### src/rtl/crc_pkg.sv
// crc_pkg: shared types and the LFSR step for the bit-serial CRC engine.
//   state_e   : engine FSM states (IDLE, SHIFT)
//   crc_step  : one MSB-first division step of the remainder register,
//               width-parametrised through the w argument (w <= CRC_MAX_W)
package crc_pkg;

  localparam int unsigned CRC_MAX_W = 64;

  typedef enum logic {
    IDLE  = 1'b0,
    SHIFT = 1'b1
  } state_e;

  // Feed one message bit into a w-bit remainder. The implicit x^w term of
  // the generator is what makes fb select whether POLY gets folded in.
  function automatic logic [CRC_MAX_W-1:0] crc_step(
    input logic [CRC_MAX_W-1:0] rem,
    input logic                 b,
    input logic [CRC_MAX_W-1:0] poly,
    input int unsigned          w
  );
    logic                 fb;
    logic [CRC_MAX_W-1:0] mask;
    logic [CRC_MAX_W-1:0] nxt;
    fb   = rem[w-1] ^ b;
    mask = (w >= CRC_MAX_W) ? '1 : ((CRC_MAX_W'(1) << w) - CRC_MAX_W'(1));
    nxt  = (rem << 1) ^ (fb ? poly : '0);
    return nxt & mask;
  endfunction

endpackage

### src/rtl/crc_serial_engine.sv
// crc_serial_engine: bit-serial CRC generator/checker, one message bit per
// clock, MSB first.
//   i_clk, i_rst_n  : clock (rising edge), async active-low reset
//   i_start/o_ready : request handshake, accept on i_start & o_ready
//   i_mode          : 0 = generate, 1 = check (sampled on accept)
//   i_data, i_crc   : message word and received CRC (sampled on accept)
//   i_abort         : drop the word in progress, no result
//   o_done          : one-cycle pulse, result valid
//   o_crc_code      : final remainder, held until the next o_done
//   o_crc_err       : check mode remainder mismatch, held with o_crc_code
module crc_serial_engine
  import crc_pkg::*;
#(
  parameter int unsigned          DATA_W = 8,
  parameter int unsigned          CRC_W  = 4,
  parameter logic [CRC_W-1:0]     POLY   = 4'h7,
  parameter logic [CRC_W-1:0]     INIT   = '0
) (
  input  logic              i_clk,
  input  logic              i_rst_n,
  input  logic              i_start,
  input  logic              i_mode,
  input  logic [DATA_W-1:0] i_data,
  input  logic [CRC_W-1:0]  i_crc,
  input  logic              i_abort,
  output logic              o_ready,
  output logic              o_done,
  output logic [CRC_W-1:0]  o_crc_code,
  output logic              o_crc_err
);

  localparam int unsigned CNT_W = $clog2(DATA_W + 1);

  state_e              state_q, state_d;
  logic [DATA_W-1:0]   data_q;
  logic [CRC_W-1:0]    crc_q;
  logic                mode_q;
  logic [CRC_W-1:0]    rem_q;
  logic [CNT_W-1:0]    cnt_q;

  logic                accept;
  logic                last_bit;
  logic                finish;
  logic [CRC_W-1:0]    rem_nxt;

  assign last_bit = (cnt_q == CNT_W'(DATA_W - 1));
  assign rem_nxt  = CRC_W'(crc_step(CRC_MAX_W'(rem_q), data_q[DATA_W-1],
                                    CRC_MAX_W'(POLY), CRC_W));

  // State register
  always_ff @(posedge i_clk or negedge i_rst_n) begin
    if (!i_rst_n) state_q <= IDLE;
    else          state_q <= state_d;
  end

  // Next-state logic; abort wins over completion on the same edge
  always_comb begin
    state_d = state_q;
    case (state_q)
      IDLE:    if (i_start)                state_d = SHIFT;
      SHIFT:   if (i_abort || last_bit)    state_d = IDLE;
      default:                             state_d = IDLE;
    endcase
  end

  // FSM outputs
  always_comb begin
    o_ready = (state_q == IDLE);
    accept  = (state_q == IDLE) && i_start;
    finish  = (state_q == SHIFT) && last_bit && !i_abort;
  end

  // Datapath: latch on accept, shift while in SHIFT
  always_ff @(posedge i_clk or negedge i_rst_n) begin
    if (!i_rst_n) begin
      data_q <= '0;
      crc_q  <= '0;
      mode_q <= 1'b0;
      rem_q  <= '0;
      cnt_q  <= '0;
    end else if (accept) begin
      data_q <= i_data;
      crc_q  <= i_crc;
      mode_q <= i_mode;
      rem_q  <= INIT;
      cnt_q  <= '0;
    end else if (state_q == SHIFT) begin
      data_q <= data_q << 1;
      rem_q  <= rem_nxt;
      cnt_q  <= cnt_q + CNT_W'(1);
    end
  end

  // Result registers; only a completed word updates them
  always_ff @(posedge i_clk or negedge i_rst_n) begin
    if (!i_rst_n) begin
      o_done     <= 1'b0;
      o_crc_code <= '0;
      o_crc_err  <= 1'b0;
    end else begin
      o_done <= finish;
      if (finish) begin
        o_crc_code <= rem_nxt;
        o_crc_err  <= mode_q && (rem_nxt != crc_q);
      end
    end
  end

endmodule

### config.mk
export PLATFORM = sky130hd
export DESIGN_NAME = crc_serial_engine
export DESIGN_NICKNAME = d
export VERILOG_FILES = /design/src/rtl/crc_pkg.sv /design/src/rtl/crc_serial_engine.sv
export SDC_FILE = /design/constraint.sdc
export NUM_CORES = 1
export LEC_CHECK = 0
export ABC_AREA = 1
export CAP_MARGIN = 20
export CORE_MARGIN = 2
export CORE_UTILIZATION = 60
export DETAILED_ROUTE_END_ITERATION = 8
export DONT_BUFFER_PORTS = 1
export GPL_ROUTABILITY_DRIVEN = 0
export PLACE_DENSITY = 0.76
export SLEW_MARGIN = 15
export SYNTH_ARGS = -nofsm -noshare
export SYNTH_HDL_FRONTEND = slang
export SYNTH_SLANG_ARGS = --single-unit
### constraint.sdc
create_clock -name i_clk -period 1.65 [get_ports i_clk]
set_clock_uncertainty 0.15 [all_clocks]
set_input_delay 0.33 -clock i_clk [delete_from_list [all_inputs] [get_ports i_clk]]
set_output_delay 0.33 -clock i_clk [all_outputs]
set_load 0.1 [all_outputs]
==> flow_metrics.py <==
metrics = {
    "yosys": {
        "ys_seq_area_share_pct": 56.00,
        "synth_area_leader_cell": "dfrtp_1",
        "ys_seq_elements": 28,
        "syn_area_mm2": 0.001251,
        "syn_nets": 159,
        "ys.warnings.count": 0,
        "synth_area_per_cell_um2": 8.874,
        "syn_inst": 141,
        "yosys.area.top_type_share_pct": 56.00,
        "ys_types": 24,
        "synth_area_leaders": "dfrtp_1 56%, nand2_1 14%, inv_1 4.8%, nand3_1 4.0%, o21ai_0 3.2%",
    },
    "global_route": {
        "gr-total-overflow": 0,
        "grt_pass1_wl_um": 4333,
        "antenna_found_initial": 0,
        "grtUsageTotal_pct": 23.33,
        "grt_max_degree": 29,
        "grt_pass1_vias": 1003,
    },
    "hold_path": {
        "min_from": "i_start",
        "hold_depth": 4,
        "min_path_type": "primary input to flop",
        "hold_path_end": "crc_q[2]",
    },
    "critical_path": {
        "cp_slowest_stage_delay_ns": 0.47,
        "end_kind": "output pin",
        "crit_chain": "inv_2, buf_12",
        "r2r_slack_ns": 0.18,
        "crit_family": "flip-flops",
        "crit_required_ns": 1.17,
        "crit_fanout": 11,
        "r2r_end": "data_q[0]",
        "cp.buffers_inverters": 2,
        "start_kind": "flop",
        "crit_slowest_cell": "dfrtp_2",
        "critPathArrivalTime_ns": 1.11,
        "reg2reg_depth": 5,
        "critPathKind": "flop to output pin",
        "rr_startpoint": "state_q",
    },
    "finish": {
        "num-nets-final": 189,
        "finalNonFillerCells": 197,
        "final_util_pct": 81.12,
        "syn_to_final_growth_pct": 27.20,
        "drive_above_1_share_pct": 14.12,
        "n_antenna_cell": 0,
    },
    "floorplan": {
        "fp.dieH_um": 49.67,
        "coreArea_mm2": 0.001962,
        "die_area_mm2": 0.002467,
        "die_w_um": 49.67,
        "io-pin-count": 24,
        "start_util_pct": 63.78,
        "row_count": 16,
    },
    "placed_design": {
        "place_ws_ns": 0.1574,
        "numPortBuffers": 0,
        "placed_cells": 174,
        "hpwl_um": 1740,
    },
    "route": {
        "first_iter_violations": 19,
        "drtAntennaViolNets": 0,
        "routed_wl_um": 2612,
        "vias": 1052,
        "firstDrtPassIters": 4,
        "wire_per_inst_um": 13.26,
        "drcViolationCount": 0,
        "avgViaCountPerCell": 5.340,
    },
    "cts": {
        "clk_latency_ns": 0.33,
        "cts_root_buffer": "clkbuf_4",
        "clk_path_buf_depth": 2,
        "htreeDepth": 1,
        "clk_pin_slew_ns": 0.15,
        "cts_tree": "yes",
        "clock-sinks": 28,
        "cts_buffers": 3,
    },
    "sta": {
        "drv_slew": 0,
        "period_needed_ns": 1.591,
        "tightestPinTransition_ns": 0.2917,
        "finalSetupViolCount": 0,
        "period_share_pct": 96.40,
        "rsz0062_at_grt": "false",
        "final_hold_viol_count": 0,
        "worst_slack_ns": 0.05937,
        "setup_tns_ns": 0,
        "relSlewSlack_pct": 80.44,
        "fmax_mhz": 628.7,
    },
    "power": {
        "leakage_nw": 0.7728,
        "vdd_drop_max_uv": 1319,
        "powerDensity_mw_per_mm2": 1680,
    },
    "run_status": {
        "status": "completed",
    },
    "job": {
        "drv_cap": 0,
    },
}
-- timing repair --
action | CTS | global route
pin swaps | 0 | 0
gates resized for setup | 4 | 0
setup endpoints to repair | 1 | 1
endpoints found under the hold margin | 41 | 1
buffers inserted | 0 | 3
hold buffers | 15 | 1
-- layout by cell type, fill, tap and decap left out, drive strengths merged --
cell / count
a22o: 1
a22oi: 1
a31oi: 1
buf: 13
bufinv: 1
clkbuf: 3
clkinv: 1
dfrtp: 28
dlygate4sd3: 15
ha: 1
inv: 18
nand2: 45
nand3: 10
nand4: 1
nor2: 5
nor3: 1
o211ai: 4
o21ai: 12
o221ai: 3
o22ai: 4
or2: 1
xor2: 1
-- worst max path at each step --
| stage | from | end | slack [ns] | cells past startpoint |
|---|---|---|---|---|
| finish | state_q | o_ready | 0.06 | 2 |
| CTS | state_q | o_ready | 0.004 | 2 |
| global placement | state_q | o_crc_err | 0.25 | 7 |
| floorplan | state_q | data_q[4] | 0.09 | 4 |
| global route | state_q | o_ready | 0.04 | 2 |
| detailed placement | state_q | o_crc_code[2] | 0.16 | 6 |
-- registers in the layout, summed over array words and instances (netlist names) --
name / cells
mode_q: 1
data_q: 8
o_done: 1
rem_q: 4
state_q: 1
crc_q: 4
o_crc_code: 4
o_crc_err: 1
cnt_q: 4
-- tightest hold or removal path: cells and delay by family --
kind,cells,cell delay [ns]
AOI/OAI and AO/OA,1,0.06
buffers and inverters,1,0.05
and+or+nand+nor,2,0.11
-- per-layer routing --
| metal | track usage [%] | part of all wire [%] | up-vias |
|---|---|---|---|
| met5 | 0 | 0 | - |
| met4 | 9.259 | 2.2 | 0 |
| met3 | 3.636 | 3.5 | 6 |
| met2 | 40.44 | 50 | 30 |
| met1 | 29.07 | 45 | 493 |
| li1 | - | - | 523 |
-- stage by stage --
stage          hold WS [ns]  instance area [um^2]  power, W
5_1_grt              0.1265                  1592  0.002834
3_3_place_gp        -0.1151                  1333  0.002106
4_1_cts          0.00004702                  1559  0.002645
6_report             0.1097                  1592  0.002673
2_1_floorplan       -0.1156                  1252  0.001913
3_5_place_dp        -0.1150                  1333  0.002142
-- kinds of logic (layout without fill, tap and decap cells) --
family                   count (synthesis)  count (layout)  synth area share [%]
XOR/XNOR                                 1               1                0.7001
buffers and inverters                   22              51                 7.299
flip-flops                              28              28                 56.00
AO/OA/AOI/OAI                           26              26                 13.10
adder cells (fa/ha/maj)                  1               1                0.9998
AND/OR/NAND/NOR                         63              63                 21.90
-- Yosys cell counts --
cell      count
o221ai_1      3
inv_2         2
clkinv_1      1
o21ai_0       8
a22o_1        1
inv_1        16
o21ai_1       4
ha_1          1
dfrtp_1      28
nand2_1      45
o211ai_1      4
clkbuf_1      1
nor2_2        2
o22ai_1       4
or2_4         1
nor2_1        3
nand4_1       1
xor2_1        1
buf_6         1
a22oi_1       1
a31oi_1       1
nand3_1      10
buf_2         1
nor3_4        1
-- power breakdown --
part	switching [W]	internal [W]	leakage, nW
registers	0.000119	0.000890	0.353
clock network	0.000206	0.000246	0.0279
logic	0.000862	0.000350	0.392
total	0.00119	0.00149	0.773
-- final cells by class --
type,count,area (um^2)
well taps,27,33.78
flip-flops and latches,28,701.9
clock buffers,3,22.52
repair buffers,28,272.8
inverters,19,71.32
clock inverters,1,30.03
fillers,125,370.4
multi-input cells,91,459.2
(Power assumes the default switching activity.)
